$ cat config.mk
export PLATFORM = sky130hd
export DESIGN_NAME = fnd_scan_ctrl
export DESIGN_NICKNAME = d
export VERILOG_FILES = /design/src/rtl/fnd_pkg.sv /design/src/rtl/fnd_bin2bcd.sv /design/src/rtl/fnd_scan_ctrl.sv
export SDC_FILE = /design/constraint.sdc
export NUM_CORES = 1
export LEC_CHECK = 0
export ABC_AREA = 1
export ABC_CLOCK_PERIOD_IN_PS = 2800
export CORE_MARGIN = 8
export CORE_UTILIZATION = 35
export DETAILED_ROUTE_END_ITERATION = 10
export PLACE_DENSITY = 0.5
export SYNTH_ARGS = -nofsm -noshare
export SYNTH_HDL_FRONTEND = slang
export SYNTH_HIERARCHICAL = 1
export SYNTH_SLANG_ARGS = --single-unit
export TNS_END_PERCENT = 1
$ cat constraint.sdc
create_clock -name clk -period 2.8 [get_ports clk]
set_input_delay 0.84 -clock clk [delete_from_list [all_inputs] [get_ports clk]]
set_output_delay 0.84 -clock clk [all_outputs]
set_load 0.05 [all_outputs]
$ cat src/rtl/fnd_pkg.sv
// fnd_pkg: segment constants, the digit font table, BCD-to-segment decode
// and the conversion FSM state type shared by the FND display controller.
package fnd_pkg;

  // Active-low segment patterns {dp,g,f,e,d,c,b,a}
  localparam logic [7:0] FONT_BLANK = 8'hFF;
  localparam logic [7:0] FONT_MINUS = 8'hBF;

  localparam logic [7:0] FONT_TABLE [10] = '{
    8'hC0, 8'hF9, 8'hA4, 8'hB0, 8'h99,
    8'h92, 8'h82, 8'hF8, 8'h80, 8'h90
  };

  typedef enum logic [1:0] {
    ST_IDLE,
    ST_SHIFT,
    ST_COMMIT
  } conv_state_e;

  // Non-decimal codes cannot come out of the converter; show them blank.
  function automatic logic [7:0] bcd_to_seg(input logic [3:0] digit);
    logic [7:0] seg;
    seg = FONT_BLANK;
    if (digit <= 4'd9) seg = FONT_TABLE[digit];
    return seg;
  endfunction

  // Elaboration-time 10^n, used as the overflow limit.
  function automatic logic [63:0] pow10(input int n);
    logic [63:0] p;
    p = 64'd1;
    for (int i = 0; i < n; i++) p = p * 64'd10;
    return p;
  endfunction

endpackage

$ cat src/rtl/fnd_bin2bcd.sv
// fnd_bin2bcd: sequential double-dabble binary-to-BCD converter.
// One bit per cycle: DATA_W SHIFT cycles, then one COMMIT cycle where
// done=1 and bcd/ovf hold the final result. ovf flags bin >= 10^NUM_DIGITS.
module fnd_bin2bcd
  import fnd_pkg::*;
#(
  parameter int DATA_W     = 14,
  parameter int NUM_DIGITS = 4
) (
  input  logic                    clk,
  input  logic                    rst,
  input  logic                    start,
  input  logic [DATA_W-1:0]       bin,
  output logic                    busy,
  output logic                    done,
  output logic [4*NUM_DIGITS-1:0] bcd,
  output logic                    ovf
);

  localparam int BCD_W = 4 * NUM_DIGITS;
  localparam int CNT_W = $clog2(DATA_W + 1);
  localparam logic [63:0] LIMIT = pow10(NUM_DIGITS);

  conv_state_e       state_q, state_d;
  logic [DATA_W-1:0] bin_q, bin_d;
  logic [BCD_W-1:0]  bcd_q, bcd_d;
  logic [CNT_W-1:0]  cnt_q, cnt_d;
  logic              ovf_q, ovf_d;
  logic [BCD_W-1:0]  adj;

  // Next-state: latch on start, add-3 then shift each SHIFT cycle, hold in COMMIT.
  always_comb begin
    state_d = state_q;
    bin_d   = bin_q;
    bcd_d   = bcd_q;
    cnt_d   = cnt_q;
    ovf_d   = ovf_q;
    adj     = bcd_q;
    for (int i = 0; i < NUM_DIGITS; i++) begin
      if (bcd_q[4*i +: 4] >= 4'd5) adj[4*i +: 4] = bcd_q[4*i +: 4] + 4'd3;
    end
    case (state_q)
      ST_IDLE: begin
        if (start) begin
          state_d = ST_SHIFT;
          bin_d   = bin;
          bcd_d   = '0;
          cnt_d   = '0;
          ovf_d   = (64'(bin) >= LIMIT);
        end
      end
      ST_SHIFT: begin
        bcd_d = {adj[BCD_W-2:0], bin_q[DATA_W-1]};
        bin_d = bin_q << 1;
        cnt_d = cnt_q + CNT_W'(1);
        if (cnt_q == CNT_W'(DATA_W - 1)) state_d = ST_COMMIT;
      end
      ST_COMMIT: state_d = ST_IDLE;
      default:   state_d = ST_IDLE;
    endcase
  end

  // State and datapath registers; reset abandons any conversion in flight.
  always_ff @(posedge clk) begin
    if (rst) begin
      state_q <= ST_IDLE;
      bin_q   <= '0;
      bcd_q   <= '0;
      cnt_q   <= '0;
      ovf_q   <= 1'b0;
    end else begin
      state_q <= state_d;
      bin_q   <= bin_d;
      bcd_q   <= bcd_d;
      cnt_q   <= cnt_d;
      ovf_q   <= ovf_d;
    end
  end

  assign busy = (state_q != ST_IDLE);
  assign done = (state_q == ST_COMMIT);
  assign bcd  = bcd_q;
  assign ovf  = ovf_q;

endmodule

$ cat src/rtl/fnd_scan_ctrl.sv
// fnd_scan_ctrl: multiplexed common-anode 7-segment controller with
// sequential BCD conversion, per-digit dot/blink masks and overflow minus.
// Optional macro FND_LZB_EN enables leading-zero blanking (digit 0 never
// blanked, no blanking while overflow is shown).
module fnd_scan_ctrl
  import fnd_pkg::*;
#(
  parameter int NUM_DIGITS  = 4,
  parameter int DATA_W      = 14,
  parameter int CLK_HZ      = 100_000_000,
  parameter int SCAN_HZ     = 1_000,
  parameter int BLINK_TICKS = 500
) (
  input  logic                  clk,
  input  logic                  rst,
  input  logic [DATA_W-1:0]     data,
  input  logic                  data_valid,
  input  logic [NUM_DIGITS-1:0] dot_mask,
  input  logic [NUM_DIGITS-1:0] blink_mask,
  output logic                  busy,
  output logic [7:0]            fnd_font,
  output logic [NUM_DIGITS-1:0] fnd_com
);

  localparam int DIV     = CLK_HZ / SCAN_HZ;
  localparam int SCAN_W  = (DIV > 1) ? $clog2(DIV) : 1;
  localparam int BLINK_W = $clog2(BLINK_TICKS + 1);
  localparam int IDX_W   = (NUM_DIGITS > 1) ? $clog2(NUM_DIGITS) : 1;

  if ((CLK_HZ % SCAN_HZ) != 0 || DIV < 2) begin : g_bad_div
    $error("fnd_scan_ctrl: CLK_HZ/SCAN_HZ must be an integer >= 2");
  end
  if (NUM_DIGITS < 1 || NUM_DIGITS > 8) begin : g_bad_digits
    $error("fnd_scan_ctrl: NUM_DIGITS must be 1..8");
  end
  if (DATA_W < 2 || DATA_W > 64 || BLINK_TICKS < 1) begin : g_bad_widths
    $error("fnd_scan_ctrl: DATA_W must be 2..64 and BLINK_TICKS >= 1");
  end

  logic                    conv_done, conv_ovf;
  logic [4*NUM_DIGITS-1:0] conv_bcd;

  logic [4*NUM_DIGITS-1:0] digit_q, digit_d;
  logic                    ovf_q, ovf_d;
  logic [SCAN_W-1:0]       scan_cnt_q, scan_cnt_d;
  logic [IDX_W-1:0]        idx_q, idx_d;
  logic [BLINK_W-1:0]      blink_cnt_q, blink_cnt_d;
  logic                    blink_phase_q, blink_phase_d;
  logic [7:0]              font_q, font_d;
  logic [NUM_DIGITS-1:0]   com_q, com_d;
  logic                    scan_tick;
  logic [7:0]              seg;
`ifdef FND_LZB_EN
  logic [NUM_DIGITS-1:0]   lead_zero;
  logic                    lz_run;
`endif

  fnd_bin2bcd #(
    .DATA_W    (DATA_W),
    .NUM_DIGITS(NUM_DIGITS)
  ) u_bin2bcd (
    .clk  (clk),
    .rst  (rst),
    .start(data_valid & ~busy),
    .bin  (data),
    .busy (busy),
    .done (conv_done),
    .bcd  (conv_bcd),
    .ovf  (conv_ovf)
  );

  // Digit registers change only in COMMIT so the display never sees a partial value.
  always_comb begin
    digit_d = digit_q;
    ovf_d   = ovf_q;
    if (conv_done) begin
      digit_d = conv_bcd;
      ovf_d   = conv_ovf;
    end
  end

  // Scan divider, digit index and blink phase, all advanced by scan_tick.
  always_comb begin
    scan_tick     = (scan_cnt_q == SCAN_W'(DIV - 1));
    scan_cnt_d    = scan_tick ? '0 : scan_cnt_q + SCAN_W'(1);
    idx_d         = idx_q;
    blink_cnt_d   = blink_cnt_q;
    blink_phase_d = blink_phase_q;
    if (scan_tick) begin
      idx_d = (idx_q == IDX_W'(NUM_DIGITS - 1)) ? '0 : idx_q + IDX_W'(1);
      if (blink_cnt_q == BLINK_W'(BLINK_TICKS - 1)) begin
        blink_cnt_d   = '0;
        blink_phase_d = ~blink_phase_q;
      end else begin
        blink_cnt_d = blink_cnt_q + BLINK_W'(1);
      end
    end
  end

  // Font for the digit in the current slot: blink > overflow > (blank) > BCD, then dp.
  always_comb begin
`ifdef FND_LZB_EN
    lead_zero = '0;
    lz_run    = 1'b1;
    for (int i = NUM_DIGITS - 1; i >= 0; i--) begin
      lz_run       = lz_run && (digit_q[4*i +: 4] == 4'd0);
      lead_zero[i] = lz_run;
    end
`endif
    seg = bcd_to_seg(digit_q[idx_q*4 +: 4]);
    if (ovf_q) seg = FONT_MINUS;
`ifdef FND_LZB_EN
    else if (idx_q != '0 && lead_zero[idx_q]) seg = FONT_BLANK;
`endif
    if (blink_mask[idx_q] && blink_phase_q) seg = FONT_BLANK;
    else if (dot_mask[idx_q]) seg[7] = 1'b0;
    font_d = font_q;
    com_d  = com_q;
    if (scan_tick) begin
      font_d = seg;
      com_d  = ~(NUM_DIGITS'(1) << idx_q);
    end
  end

  // All display-side state registers with synchronous reset.
  always_ff @(posedge clk) begin
    if (rst) begin
      digit_q       <= '0;
      ovf_q         <= 1'b0;
      scan_cnt_q    <= '0;
      idx_q         <= '0;
      blink_cnt_q   <= '0;
      blink_phase_q <= 1'b0;
      font_q        <= FONT_BLANK;
      com_q         <= '1;
    end else begin
      digit_q       <= digit_d;
      ovf_q         <= ovf_d;
      scan_cnt_q    <= scan_cnt_d;
      idx_q         <= idx_d;
      blink_cnt_q   <= blink_cnt_d;
      blink_phase_q <= blink_phase_d;
      font_q        <= font_d;
      com_q         <= com_d;
    end
  end

  assign fnd_font = font_q;
  assign fnd_com  = com_q;

endmodule
==> out/qor.yml, run 1 <==
setup_path:
  worst_ep_required_time_ns: 1.96
  cpMaxStageDelayCell: "clkdlybuf4s50_1"
  path_cells: "inv_2, nand2_1, clkdlybuf4s50_1"
  critPathCaptureType: "output port"
  crit_buf_inv: 2
  cp_max_fo: 4
  crit_arrival_ns: 1.73
  critPathTopFamily: "buffers and inverters"
  r2r_setup_slack_ns: 0.71
  worstSetupStartpointType: "flip-flop"
  worst_r2r_path_depth: 9
  worstSetupPathDepth: 3
  slowest_delay_ns: 0.80
  path_class: "reg -> out"
placed_design:
  place_hpwl_um: 7980
  place.gp.congestion: 0.767
  numPortBuffers: 37
grt:
  track_usage_pct: 12.7
  grt_overflow: 0
  grt_first_pass_wirelength_um: 19100
  grt_pass1_vias: 4246
  grt_max_degree: 34
  antenna_found_initial: 0
timing:
  fmax_ghz: 0.389
  setup_viol: 0
  period_needed_ns: 2.57
  slew_viol_final: 0
  finalCritPeriodShare_pct: 91.7
  fin_worst_skew_ns: 0.00518
  hold_ws_ns: 0.448
  fin_setup_tns_ns: 0
  worst_pin_slew_ns: 0.621
  rsz0062_at_grt: "false"
  hold_viol_final: 0
  slew_headroom_pct: 58.6
hold_path:
  hold_depth: 2
  worstHoldPathType: "reg -> reg"
pwr:
  p_sw_share_pct: 23.3
  power.internal_uw: 2150
  p_clk_share_pct: 43.1
  p_switching_uw: 652
  vdd_drop_max_mv: 0.324
  p_leak_uw: 0.00233
  power.density_nw_per_um2: 491
  power.share.combinational_pct: 7.0
  pwr-share-seq_pct: 49.9
detailed_routing:
  wl_met3_um: 617
  drtIter0Drc: 254
  firstDrtPassIters: 4
  post_drt_wl_per_cell_um: 12.0
  routed.top_layer: "met4"
  via_count: 4457
  ant_nets: 0
  drcViolationCount: 0
  met1_length_um: 5330
  routed_wl_um: 11100
  viasPerCell: 4.85
  wl_met2_um: 4940
logic_synthesis:
  ys_warn_count: 6
  synthArstFlopShare_pct: 0
  syn_inst: 702
  ys_types: 35
  syn-cell-area_um2: 4890
  syn_area_per_cell_um2: 6.97
  ys_ff_latch: 95
  ys_seq_area_share_pct: 38.9
  syn-num-nets: 748
  synth_ff_type: "dfxtp_1"
  synth_edf_count: 0
die:
  num_rows: 43
  fp.dieH_um: 134
  die_area_um2: 18000
  core_region_area_um2: 13800
  ios: 38
  die_width_um: 134
  start_util_pct: 35.5
clocking:
  cts_buffer_depth: 2
  cts_tree: "done"
  clk_latency_ns: 0.34
  hold_buffers: 0
  cts_buffers: 9
  clock-sinks: 95
  h-tree-depth: 3
  cts_root_buf: "clkbuf_16"
  cts_setup_buffers: 0
  cts_resized: 0
  cts.clk_slew.worst_paths_ns: 0.06
outcome:
  status: "complete, no violations"
final_layout:
  nets: 781
  layout-drive-gt1-share_pct: 7.31
  insertedDiodeCount: 0
  syn_to_final_growth_pct: 16.6
flow_run:
  drv_cap: 0
-- cells in the mapped netlist (2+ instances only) --
cell | instances | area, um^2
o211ai_1 | 14 | 105
nor2_2 | 5 | 31.3
nor3_4 | 2 | 32.5
buf_2 | 7 | 35.0
a31oi_1 | 2 | 12.5
nand3_2 | 3 | 30.0
nor3_1 | 7 | 35.0
ha_1 | 21 | 263
nand4_1 | 19 | 119
nand3_1 | 51 | 255
nand2_1 | 155 | 582
or2_0 | 3 | 18.8
o21ai_0 | 27 | 135
nand3b_1 | 2 | 15.0
buf_6 | 4 | 45.0
o22ai_1 | 2 | 12.5
a21oi_1 | 56 | 280
nor2_1 | 103 | 387
or2_1 | 2 | 12.5
nand2_2 | 6 | 37.5
inv_2 | 8 | 30.0
or2_2 | 4 | 25.0
xor2_1 | 8 | 70.1
buf_4 | 2 | 15.0
inv_1 | 75 | 282
dfxtp_1 | 95 | 1900
nor2_4 | 2 | 22.5
clkbuf_1 | 10 | 37.5
-- worst min-delay path, cell delays in order, from the launching register on --
cell     delay, ns
dfxtp_1       0.30
inv_1         0.05
a21oi_1       0.05
-- state kept, by name, indices dropped and copies added, names as in the netlist, 4 cells and up --
name / cells
scan_cnt_q: 17
fnd_com: 4
digit_q: 16
u_bin2bcd/bcd: 16
u_bin2bcd/cnt_q: 4
blink_cnt_q: 9
u_bin2bcd/bin_q: 14
fnd_font: 8
-- path summary, 6_finish.rpt --
path / end / startpoint
worst max register to register: scan_cnt_q[2] / scan_cnt_q[0]
worst min-delay path: u_bin2bcd/bin_q[3] / u_bin2bcd/bin_q[3]
worst max-delay path: busy / u_bin2bcd/state_q[0]
worst min register to register: u_bin2bcd/bin_q[3] / u_bin2bcd/bin_q[3]
-- logic make-up after synthesis --
family,share of synthesized area [%]
flip-flops,38.9
AND/OR/NAND/NOR,32.9
AO/OA/AOI/OAI,12.1
adder cells (fa/ha/maj),5.37
buffers and inverters,9.08
XOR/XNOR,1.61
-- routing by layer --
| metal | up-vias | global-route usage, % |
|---|---|---|
| met2 | 81 | 20.0 |
| met3 | 11 | 3.25 |
| met5 | - | 0 |
| met4 | 0 | 5.93 |
| met1 | 2028 | 16.0 |
| li1 | 2337 | - |
-- placed cells by master (no fill, tap or decap), types with 3 or more instances in the layout --
| master | count |
|---|---|
| nand3_1 | 51 |
| nand2_2 | 6 |
| clkbuf_16 | 9 |
| nor3_1 | 7 |
| nand2_1 | 155 |
| or2_2 | 4 |
| nand4_1 | 19 |
| inv_2 | 8 |
| dfxtp_1 | 95 |
| nand3_2 | 3 |
| xor2_1 | 8 |
| inv_1 | 75 |
| nor2_1 | 103 |
| buf_4 | 8 |
| o211ai_1 | 14 |
| clkdlybuf4s50_1 | 37 |
| or2_0 | 3 |
| nor2_2 | 5 |
| ha_1 | 21 |
| o21ai_0 | 27 |
| a21oi_1 | 56 |
-- power groups by stage --
stage	registers [uW]	logic (uW)	clock network, uW
after global placement	1430	198	0
after CTS	1400	200	1260
after floorplan	1420	128	0
final	1400	197	1210
after detailed placement	1430	200	0
after global routing	1400	221	1310
-- through the flow --
step | cells | cell area, um^2 | setup slack [ns] | util, % | power [uW]
after floorplan | 702 | 4890 | 0.876 | - | 1550
after detailed placement | 904 | 5410 | 0.440 | 39.3 | 1630
after global placement | 904 | 5410 | 0.480 | 39.3 | 1620
after CTS | 919 | 5700 | 0.214 | 41.4 | 2850
after global routing | 919 | 5700 | 0.153 | 41.4 | 2930
final | 919 | 5700 | 0.232 | 41.4 | 2800
-- area by class of cell --
| type | instances | area (um^2) |
|---|---|---|
| fillers | 1490 | 8070 |
| multi-input cells | 501 | 2540 |
| flip-flops and latches | 95 | 1900 |
| repair buffers | 45 | 430 |
| inverters | 83 | 312 |
| clock buffers | 10 | 229 |
| well taps | 180 | 225 |
| clock inverters | 5 | 58.8 |
Note: power is estimated with default switching activity, not from simulation.
==> inputs of run 2 (changes only) <==
--- a/config.mk
+++ b/config.mk
@@ -10,7 +10,6 @@
 export CORE_MARGIN = 8
 export CORE_UTILIZATION = 35
 export DETAILED_ROUTE_END_ITERATION = 10
-export PLACE_DENSITY = 0.5
 export SYNTH_ARGS = -nofsm -noshare
 export SYNTH_HDL_FRONTEND = slang
 export SYNTH_HIERARCHICAL = 1
==> out/qor.yml, run 2 (same netlist as run 1, synthesis figures left out) <==
outcome:
  status: "complete, no violations"
clocking:
  clk_latency_ns: 0.34
  cts_buffers: 9
  cts_resized: 0
  cts_buffer_depth: 2
  cts.clk_slew.worst_paths_ns: 0.07
  cts_tree: "done"
  h-tree-depth: 3
  clock-sinks: 95
  cts_setup_buffers: 0
  hold_buffers: 0
  cts_root_buf: "clkbuf_16"
timing:
  period_needed_ns: 2.56
  setup_viol: 0
  fin_setup_tns_ns: 0
  slew_viol_final: 0
  hold_viol_final: 0
  worst_pin_slew_ns: 0.608
  slew_headroom_pct: 59.4
  finalCritPeriodShare_pct: 91.3
  fmax_ghz: 0.391
  fin_worst_skew_ns: 0.00731
  rsz0062_at_grt: "false"
die:
  die_width_um: 134
  start_util_pct: 35.5
  ios: 38
  core_region_area_um2: 13800
  num_rows: 43
  fp.dieH_um: 134
  die_area_um2: 18000
pwr:
  power.density_nw_per_um2: 486
  pwr-share-seq_pct: 50.4
  p_leak_uw: 0.00234
  vdd_drop_max_mv: 0.269
  p_sw_share_pct: 24.3
  power.share.combinational_pct: 7.0
  p_clk_share_pct: 42.6
  total_power_uw: 2770
  p_switching_uw: 674
  power.internal_uw: 2100
setup_path:
  endpoint: "busy"
  critPathTopFamily: "buffers and inverters"
  crit_path_start: "u_bin2bcd/state_q[0]"
  rr_endpoint: "fnd_font[2]"
  worst_r2r_path_depth: 12
  r2r_setup_slack_ns: 0.44
  critPathCaptureType: "output port"
  worstSetupPathDepth: 3
  slowest_delay_ns: 0.80
  rr_startpoint: "idx_q[0]"
  crit_buf_inv: 2
  crit_arrival_ns: 1.72
  cpMaxStageDelayCell: "clkdlybuf4s50_1"
  worstSetupStartpointType: "flip-flop"
  path_cells: "inv_2, nand2_1, clkdlybuf4s50_1"
  path_class: "reg -> out"
  cp_max_fo: 4
  worst_ep_required_time_ns: 1.96
grt:
  antenna_found_initial: 0
  grt_overflow: 0
  grt_first_pass_wirelength_um: 18300
  track_usage_pct: 12.1
  grt_pass1_vias: 3908
  grt_max_degree: 31
detailed_routing:
  drtIter0Drc: 324
  via_count: 4358
  viasPerCell: 4.74
  post_drt_wl_per_cell_um: 11.5
  drcViolationCount: 0
  firstDrtPassIters: 5
  ant_nets: 0
  routed_wl_um: 10600
hold_path:
  worstHoldPathType: "reg -> reg"
  hold_depth: 1
final_layout:
  layout-drive-gt1-share_pct: 7.57
  fillers: 1474
  final_cell_mix: "155 x nand2_1, 103 x nor2_1, 95 x dfxtp_1, 75 x inv_1, 56 x a21oi_1"
  final_common_cell: "nand2_1"
  insertedDiodeCount: 0
  nets: 781
  syn_to_final_growth_pct: 16.6
  largest_reg_flops: 17
  top_register: "scan_cnt_q"
placed_design:
  place.gp.congestion: 0.827
  numPortBuffers: 37
  place_hpwl_um: 7560
flow_run:
  drv_cap: 0
==> run 2: cell count changes in the layout (fill, tap and decap cells not counted), sizes merged <==
cell | previous run | this run
bufinv | 1 | 0
clkinv | 1 | 3
clkinvlp | 2 | 0
inv | 84 | 86
==> run 2: power by group through the flow <==
stage,Sequential [uW],Combinational (uW),Clock (uW)
after CTS,1400,198,1220
after floorplan,1420,128,0
after detailed placement,1430,197,0
final,1400,195,1180
after global routing,1400,222,1280
after global placement,1430,197,0
==> run 2: final cells by class <==
| cell class | count | area, um^2 | share of cell area (%) |
|---|---|---|---|
| Clock buffer | 10 | 239 | 4.19 |
| Sequential cell | 95 | 1900 | 33.3 |
| Timing Repair Buffer | 45 | 430 | 7.55 |
| Clock inverter | 6 | 51.3 | 0.899 |
| Inverter | 83 | 312 | 5.46 |
| Tap cell | 180 | 225 | 3.95 |
| Multi-Input combinational cell | 501 | 2540 | 44.6 |
==> run 2: worst reg2reg max path, stage by stage (launching register included) <==
cell,delay [ns]
dfxtp_1,0.65
inv_2,0.24
nand2_1,0.11
nand3_1,0.06
nand2_1,0.17
inv_1,0.09
ha_1,0.21
or2_2,0.34
a21oi_4,0.19
nor2_4,0.06
nand2_1,0.05
nor2_1,0.04
nor2_1,0.09
==> run 2: how the worst min path moves through the flow <==
stage                  startpoint                  to
2_1_floorplan       scan_cnt_q[0]       scan_cnt_q[0]
3_3_place_gp        scan_cnt_q[0]       scan_cnt_q[0]
3_5_place_dp        scan_cnt_q[0]       scan_cnt_q[0]
4_1_cts             scan_cnt_q[0]       scan_cnt_q[0]
5_1_grt        u_bin2bcd/bin_q[7]  u_bin2bcd/bin_q[7]
6_report            scan_cnt_q[0]       scan_cnt_q[0]
==> run 2: per-layer routing <==
metal  wire, um  vias to the layer above  track usage (%)
li1           -                     2337                -
met1       5330                     1928             16.3
met2       4530                       84             18.3
met3        585                        9             3.40
met4        112                        0             3.81
met5          0                        -                0
==> run 2: per-stage QoR <==
stage	util (%)	cell area, um^2	hold slack, ns	std cells	setup WS (ns)
3_5_place_dp	39.3	5410	0.437	904	0.458
4_1_cts	41.4	5700	0.452	920	0.220
6_report	41.4	5700	0.450	920	0.243
2_1_floorplan	-	4890	0.418	702	0.876
3_3_place_gp	39.3	5410	0.429	904	0.498
5_1_grt	41.4	5700	0.467	920	0.131
